[src/rtl/r4u3_twiddle_seq_if.sv]
// rtl/r4u3_twiddle_seq_if.sv - sample-in / pair-out stream bundle for the unit-3 twiddle sequencer
// Purpose: groups the input sample stream and the output sample+twiddle stream.
// Ports (signals):
//   in_valid/in_ready/in_sof/in_data                     sample stream into the sequencer
//   out_valid/out_ready/out_sof/out_eof/out_data/
//   out_twiddle/out_idx                                   paired stream toward the multiplier
// Modports: master = stream source / pair sink (test side), slave = sequencer side.
`ifndef COEF_WIDTH
`define COEF_WIDTH 16
`endif

interface r4u3_twiddle_seq_if #(
   parameter int DATA_W = 16,
   parameter int CW     = `COEF_WIDTH
);
   logic                  in_valid;
   logic                  in_ready;
   logic                  in_sof;
   logic [2*DATA_W-1:0]   in_data;
   logic                  out_valid;
   logic                  out_ready;
   logic                  out_sof;
   logic                  out_eof;
   logic [2*DATA_W-1:0]   out_data;
   logic [2*CW-1:0]       out_twiddle;
   logic [6:0]            out_idx;

   modport master (
      output in_valid, in_sof, in_data, out_ready,
      input  in_ready, out_valid, out_sof, out_eof, out_data, out_twiddle, out_idx
   );

   modport slave (
      input  in_valid, in_sof, in_data, out_ready,
      output in_ready, out_valid, out_sof, out_eof, out_data, out_twiddle, out_idx
   );
endinterface

[src/rtl/r4u3_twiddle_seq.sv]
// rtl/r4u3_twiddle_seq.sv - radix-4 unit-3 twiddle ROM read sequencer
// Purpose: tracks the in-frame sample index, addresses the 128-entry twiddle ROM on
// its 128-point grid and emits each sample paired with its twiddle through a
// two-stage stallable pipeline (S1 = address stage, S2 = registered output).
// Ports:
//   clk, rst_n     clock, asynchronous active-low reset
//   cfg_log2n      log2 frame length, sampled on accepted sof beats (0..3 clamp to 4)
//   strm           stream bundle (slave): samples in, {sample, twiddle, idx} pairs out
//   rom_addr       registered ROM address
//   rom_data       combinational ROM data for rom_addr
//   err_sof        one-cycle pulse when sof arrives mid-frame
`ifndef COEF_WIDTH
`define COEF_WIDTH 16
`endif

module r4u3_twiddle_seq #(
   parameter int DATA_W = 16,
   parameter int CW     = `COEF_WIDTH
) (
   input  logic                 clk,
   input  logic                 rst_n,
   input  logic [2:0]           cfg_log2n,
   r4u3_twiddle_seq_if.slave    strm,
   output logic [6:0]           rom_addr,
   input  logic [2*CW-1:0]      rom_data,
   output logic                 err_sof
);

   // frame tracking
   logic                 synced_q, synced_d;
   logic [2:0]           n_log2_q, n_log2_d;
   logic [6:0]           exp_idx_q, exp_idx_d;
   // S1
   logic                 s1_valid_q, s1_valid_d;
   logic [2*DATA_W-1:0]  s1_data_q, s1_data_d;
   logic [6:0]           s1_idx_q, s1_idx_d;
   logic                 s1_sof_q, s1_sof_d;
   logic                 s1_eof_q, s1_eof_d;
   logic [6:0]           rom_addr_q, rom_addr_d;
   // S2
   logic                 out_valid_q, out_valid_d;
   logic [2*DATA_W-1:0]  out_data_q, out_data_d;
   logic [2*CW-1:0]      out_twiddle_q, out_twiddle_d;
   logic [6:0]           out_idx_q, out_idx_d;
   logic                 out_sof_q, out_sof_d;
   logic                 out_eof_q, out_eof_d;
   logic                 err_sof_q, err_sof_d;

   logic                 adv1, adv2, accept, take, is_last;
   logic [2:0]           nl_cfg, cur_nl;
   logic [6:0]           cur_idx, last_idx;

   always_comb begin
      synced_d      = synced_q;
      n_log2_d      = n_log2_q;
      exp_idx_d     = exp_idx_q;
      s1_valid_d    = s1_valid_q;
      s1_data_d     = s1_data_q;
      s1_idx_d      = s1_idx_q;
      s1_sof_d      = s1_sof_q;
      s1_eof_d      = s1_eof_q;
      rom_addr_d    = rom_addr_q;
      out_valid_d   = out_valid_q;
      out_data_d    = out_data_q;
      out_twiddle_d = out_twiddle_q;
      out_idx_d     = out_idx_q;
      out_sof_d     = out_sof_q;
      out_eof_d     = out_eof_q;
      err_sof_d     = 1'b0;

      adv2   = ~out_valid_q | strm.out_ready;
      adv1   = ~s1_valid_q | adv2;
      accept = strm.in_valid & adv1;

      nl_cfg = (cfg_log2n < 3'd4) ? 3'd4 : cfg_log2n;
      if (strm.in_sof) begin
         cur_idx = 7'd0;
         cur_nl  = nl_cfg;
      end else begin
         cur_idx = exp_idx_q;
         cur_nl  = n_log2_q;
      end
      last_idx = 7'h7f >> (3'd7 - cur_nl);
      is_last  = (cur_idx == last_idx);

      // Before the first sof the index is meaningless, so such beats are swallowed.
      take = accept & (synced_q | strm.in_sof);

      if (take) begin
         synced_d  = 1'b1;
         n_log2_d  = cur_nl;
         exp_idx_d = is_last ? 7'd0 : 7'(cur_idx + 7'd1);
         err_sof_d = strm.in_sof & (exp_idx_q != 7'd0);
      end

      if (adv1) begin
         s1_valid_d = take;
         if (take) begin
            s1_data_d  = strm.in_data;
            s1_idx_d   = cur_idx;
            s1_sof_d   = strm.in_sof;
            s1_eof_d   = is_last;
            // Scale the index onto the 128-point ROM grid.
            rom_addr_d = cur_idx << (3'd7 - cur_nl);
         end
      end

      if (adv2) begin
         out_valid_d = s1_valid_q;
         out_sof_d   = s1_valid_q & s1_sof_q;
         out_eof_d   = s1_valid_q & s1_eof_q;
         if (s1_valid_q) begin
            out_data_d    = s1_data_q;
            out_twiddle_d = rom_data;
            out_idx_d     = s1_idx_q;
         end
      end
   end

   always_ff @(posedge clk or negedge rst_n) begin
      if (!rst_n) begin
         synced_q      <= 1'b0;
         n_log2_q      <= '0;
         exp_idx_q     <= '0;
         s1_valid_q    <= 1'b0;
         s1_data_q     <= '0;
         s1_idx_q      <= '0;
         s1_sof_q      <= 1'b0;
         s1_eof_q      <= 1'b0;
         rom_addr_q    <= '0;
         out_valid_q   <= 1'b0;
         out_data_q    <= '0;
         out_twiddle_q <= '0;
         out_idx_q     <= '0;
         out_sof_q     <= 1'b0;
         out_eof_q     <= 1'b0;
         err_sof_q     <= 1'b0;
      end else begin
         synced_q      <= synced_d;
         n_log2_q      <= n_log2_d;
         exp_idx_q     <= exp_idx_d;
         s1_valid_q    <= s1_valid_d;
         s1_data_q     <= s1_data_d;
         s1_idx_q      <= s1_idx_d;
         s1_sof_q      <= s1_sof_d;
         s1_eof_q      <= s1_eof_d;
         rom_addr_q    <= rom_addr_d;
         out_valid_q   <= out_valid_d;
         out_data_q    <= out_data_d;
         out_twiddle_q <= out_twiddle_d;
         out_idx_q     <= out_idx_d;
         out_sof_q     <= out_sof_d;
         out_eof_q     <= out_eof_d;
         err_sof_q     <= err_sof_d;
      end
   end

   assign strm.in_ready    = adv1;
   assign strm.out_valid   = out_valid_q;
   assign strm.out_data    = out_data_q;
   assign strm.out_twiddle = out_twiddle_q;
   assign strm.out_idx     = out_idx_q;
   assign strm.out_sof     = out_sof_q;
   assign strm.out_eof     = out_eof_q;
   assign rom_addr         = rom_addr_q;
   assign err_sof          = err_sof_q;

endmodule

[src/flat_wrapper.sv]
// flat-port wrapper written by rule: the top's interface ports become plain ports
module r4u3_twiddle_seq_flat 
#(
   parameter int DATA_W = 16,
   parameter int CW     = `COEF_WIDTH
)
  (clk, rst_n, cfg_log2n, rom_addr, rom_data, err_sof, strm_in_valid, strm_in_sof, strm_in_data, strm_out_ready, strm_in_ready, strm_out_valid, strm_out_sof, strm_out_eof, strm_out_data, strm_out_twiddle, strm_out_idx);
  r4u3_twiddle_seq_if #(.DATA_W(DATA_W), .CW(CW)) strm_i ();
  input  logic clk;
  input  logic rst_n;
  input  logic [2:0] cfg_log2n;
  output logic [6:0] rom_addr;
  input  logic [2*CW-1:0] rom_data;
  output logic err_sof;
  input wire logic [$bits(strm_i.in_valid)-1:0] strm_in_valid;
  input wire logic [$bits(strm_i.in_sof)-1:0] strm_in_sof;
  input wire logic [$bits(strm_i.in_data)-1:0] strm_in_data;
  input wire logic [$bits(strm_i.out_ready)-1:0] strm_out_ready;
  output wire logic [$bits(strm_i.in_ready)-1:0] strm_in_ready;
  output wire logic [$bits(strm_i.out_valid)-1:0] strm_out_valid;
  output wire logic [$bits(strm_i.out_sof)-1:0] strm_out_sof;
  output wire logic [$bits(strm_i.out_eof)-1:0] strm_out_eof;
  output wire logic [$bits(strm_i.out_data)-1:0] strm_out_data;
  output wire logic [$bits(strm_i.out_twiddle)-1:0] strm_out_twiddle;
  output wire logic [$bits(strm_i.out_idx)-1:0] strm_out_idx;
  assign strm_i.in_valid = strm_in_valid;
  assign strm_i.in_sof = strm_in_sof;
  assign strm_i.in_data = strm_in_data;
  assign strm_i.out_ready = strm_out_ready;
  assign strm_in_ready = strm_i.in_ready;
  assign strm_out_valid = strm_i.out_valid;
  assign strm_out_sof = strm_i.out_sof;
  assign strm_out_eof = strm_i.out_eof;
  assign strm_out_data = strm_i.out_data;
  assign strm_out_twiddle = strm_i.out_twiddle;
  assign strm_out_idx = strm_i.out_idx;
  r4u3_twiddle_seq #(.DATA_W(DATA_W), .CW(CW)) u_core (.clk(clk), .rst_n(rst_n), .cfg_log2n(cfg_log2n), .strm(strm_i), .rom_addr(rom_addr), .rom_data(rom_data), .err_sof(err_sof));
endmodule
[config.mk]
export PLATFORM = sky130hd
export DESIGN_NAME = r4u3_twiddle_seq_flat
export DESIGN_NICKNAME = d
export VERILOG_FILES = /design/src/rtl/r4u3_twiddle_seq_if.sv /design/src/rtl/r4u3_twiddle_seq.sv /design/src/flat_wrapper.sv
export SDC_FILE = /design/constraint.sdc
export NUM_CORES = 1
export LEC_CHECK = 0
export CORE_MARGIN = 10
export CORE_UTILIZATION = 35
export CTS_CLUSTER_SIZE = 24
export DETAILED_ROUTE_END_ITERATION = 8
export PLACE_DENSITY = 0.69
export SYNTH_ARGS = -nofsm -noshare
export SYNTH_HDL_FRONTEND = slang
export SYNTH_SLANG_ARGS = --single-unit
export TNS_END_PERCENT = 100
[constraint.sdc]
create_clock -name clk -period 1.7 [get_ports clk]
set_input_delay 0.34 -clock clk [delete_from_list [all_inputs] [get_ports clk]]
set_output_delay 0.34 -clock clk [all_outputs]
set_load 0.02 [all_outputs]
==> reports/metrics.cfg <==
[status]
outcome=finished, violations left
violations=setup timing

[worst_setup_path]
cp_max_fo=4
worstPathBufferInverterCount=0
r2r-start=u_core.exp_idx_q[1]
rr_endpoint=u_core.s1_eof_q
path_depth=4
cp_cell_sequence=or4_4, a211o_4, nor3_2, mux2_1
crit_type=register to register
critical-path-slowest-cell=or4_4
max_stage_delay_ps=530
critPathLaunch=u_core.exp_idx_q[1]
rr_worst_depth=4
critPathArrivalTime_ps=2190
reg2reg_slack_ps=-140
crit_end=u_core.s1_eof_q
required_ps=2050
worstSetupEndpointType=register
startpoint_type=register
critPathTopFamily=simple AND/OR/NAND/NOR gates

[route]
drt_iter0_drc=240
drc=0
drt_wl_total_microns=15000
ant_nets=0
detail_route.wl_per_cell_microns=16.7
via_per_inst=4.75
via_count=4254
drtPass1Iterations=4

[clock_network]
cts_buffers=17
clock-sinks=135
htree_num_levels=4
clk_transition_reported_paths_ps=60
root_buffer=clkbuf_16
clk_path_buf_depth=2
clk_latency_ps=410
cts_tree=built

[timing]
fmax_ghz=0.544
setup-violations-final=9
hold_violations=0
rsz0062_at_grt=yes
drv_slew=0
post-route-min-period_ps=1840
fin_ws_ps=-137
maxSlewHeadroom_pct=70.4
min_period_over_period_pct=108
finClkSkew_ps=6.46
worst_pin_slew_ps=444

[global_routing]
grt_pass1_wl_microns=24100
track_usage_pct=14.0
grt_start_max_net_pins=45
overflow=0
antenna_found_initial=0
grt_pass1_vias=4548

[place]
hpwlAfterDp_microns=10800
io_buffers=154
place_congestion=0.833
post-place-ws_ps=-492

[logic_synthesis]
yosysWarnings=0
syn-num-nets=553
synth_flop_cell=dfrtp_1
synthTopCellsByArea=dfrtp_1, mux2_1, nand2_1
ys_ff_latch=135
ys_top_cells_by_count=nand2_1, dfrtp_1, mux2_1
ys_seq_area_share_pct=61.0
syn_area_per_cell_sq_um=11.5
synth_area_leader_cell=dfrtp_1
synth_edf_count=0
synth_cell_types=47
syn_area_sq_mm=0.00554
yosysMostFrequentCell=nand2_1
synthCells=480
async_flop_share_pct=100
synth_top_area_share_pct=61.0

[power_and_ir_drop]
p_int_mw=7.75
pwr-share-clk_pct=33.5
powerDensity_mw_per_mm2=1380
swShare_pct=31.9
seq_power_share_pct=38.6
vdd_drop_max_mv=0.662
switchingPower_mw=3.64
p_leak_nw=3.93
pwr-share-comb_pct=28.0

[cells_and_area]
nFillCells=1335
final_util_pct=53.9
diodes=0
final_net_count=745
syn_to_final_growth_pct=49.5
drive_gt1_share_pct=14.6

[floorplanning]
die_w_microns=146
ios=155
rows=45
initial_core_util_pct=36.0
fp.dieArea_sq_mm=0.0213
coreArea_sq_mm=0.0154
die_y_microns=146

[worst_hold_path]
min-delay-path-class=input pin to register

[job]
drv_cap=0

[worst min-delay path, cell delays in order]
cell	delay, ps
dlymetal6s2s_1	120
nor2b_2	60
buf_4	140
nand2_1	50
o21ai_0	60
[worst min path at each step]
stage,startpoint,end,slack (ps),cells after the start
6_report,strm_out_ready,u_core.strm.out_eof,400,5
5_1_grt,strm_out_ready,u_core.s1_valid_q,420,3
4_1_cts,rst_n,u_core.strm.out_twiddle[12],430,2
3_5_place_dp,rst_n,u_core.strm.out_twiddle[12],300,1
3_3_place_gp,rst_n,u_core.strm.out_twiddle[11],290,1
2_1_floorplan,rst_n,u_core.err_sof,40,0
[placed cells by master (no fill, tap or decap), types with 5 or more instances in the layout]
master             n
clkdlybuf4s50_1   69
nand3_1            5
clkbuf_16         17
nand2_1          139
o21ai_1           13
a21oi_1            9
mux2i_1            5
buf_6              8
buf_12             6
dfrtp_1          135
nor3_1             6
nor2_1             6
buf_4             34
o31ai_1            5
mux2_1            73
dlygate4sd2_1     82
[timing repair]
item                                    in CTS  in global routing
gates cloned                                 0                  1
resized for setup                           90                 15
hold endpoints to repair                    40                  0
setup buffers                                2                  3
pin swaps                                    2                  5
hold buffers                                 1                  0
endpoints found under the setup margin      92                 45
[cells by family after synthesis]
| kind of cell | count (synthesis) | synth area share [%] |
|---|---|---|
| AND/OR/NAND/NOR | 178 | 13.4 |
| flip-flops | 135 | 61.0 |
| multiplexers | 80 | 16.2 |
| AO/OA/AOI/OAI | 51 | 6.37 |
| buffers and inverters | 34 | 2.67 |
| XOR/XNOR | 1 | 0.158 |
| adder cells (fa/ha/maj) | 1 | 0.226 |
[routing by layer]
| metal | routed length (microns) | track usage, % |
|---|---|---|
| met1 | 6540 | 16.9 |
| met2 | 7440 | 23.1 |
| met3 | 853 | 4.47 |
| met4 | 148 | 4.85 |
| met5 | 0 | 0 |
[registers in the layout, indices dropped and copies added (netlist names)]
name                     cells
u_core.err_sof               1
u_core.exp_idx_q             7
u_core.n_log2_q              3
u_core.rom_addr              7
u_core.s1_data_q            32
u_core.s1_eof_q              1
u_core.s1_idx_q              7
u_core.s1_sof_q              1
u_core.s1_valid_q            1
u_core.strm.out_data        32
u_core.strm.out_eof          1
u_core.strm.out_idx          7
u_core.strm.out_sof          1
u_core.strm.out_twiddle     32
u_core.strm.out_valid        1
u_core.synced_q              1
[metrics by stage]
| step | hold slack [ps] | TNS, ps | area (sq um) | total power [mW] | cells |
|---|---|---|---|---|---|
| floorplan | 44.4 | -689 | 5570 | 6.06 | 480 |
| global placement | 289 | -24640 | 7640 | 7.87 | 857 |
| detailed placement | 303 | -26980 | 7640 | 7.98 | 857 |
| CTS | 426 | -821 | 8200 | 11.5 | 892 |
| global route | 417 | -1750 | 8280 | 12.0 | 896 |
| finish | 396 | -1040 | 8280 | 11.4 | 896 |
[power by group through the flow]
| stage | logic (mW) | clock network (mW) | registers (mW) |
|---|---|---|---|
| after floorplan | 1.09 | 0 | 4.96 |
| after global placement | 3.44 | 0 | 4.43 |
| after detailed placement | 3.51 | 0 | 4.47 |
| after CTS | 3.19 | 3.91 | 4.39 |
| after global routing | 3.45 | 4.05 | 4.49 |
| final | 3.19 | 3.81 | 4.39 |
[final cells by class]
type                            instances  area [sq um]  share of cell area (%)
Sequential cell                       135          3380                    40.8
Clock buffer                           19           453                    5.47
Multi-Input combinational cell        311          2080                    25.2
Inverter                                4          15.0                   0.181
Timing Repair Buffer                  203          1920                    23.1
Clock inverter                         13           169                    2.04
Tap cell                              211           264                    3.19
Power figures use the tool's default switching activity.
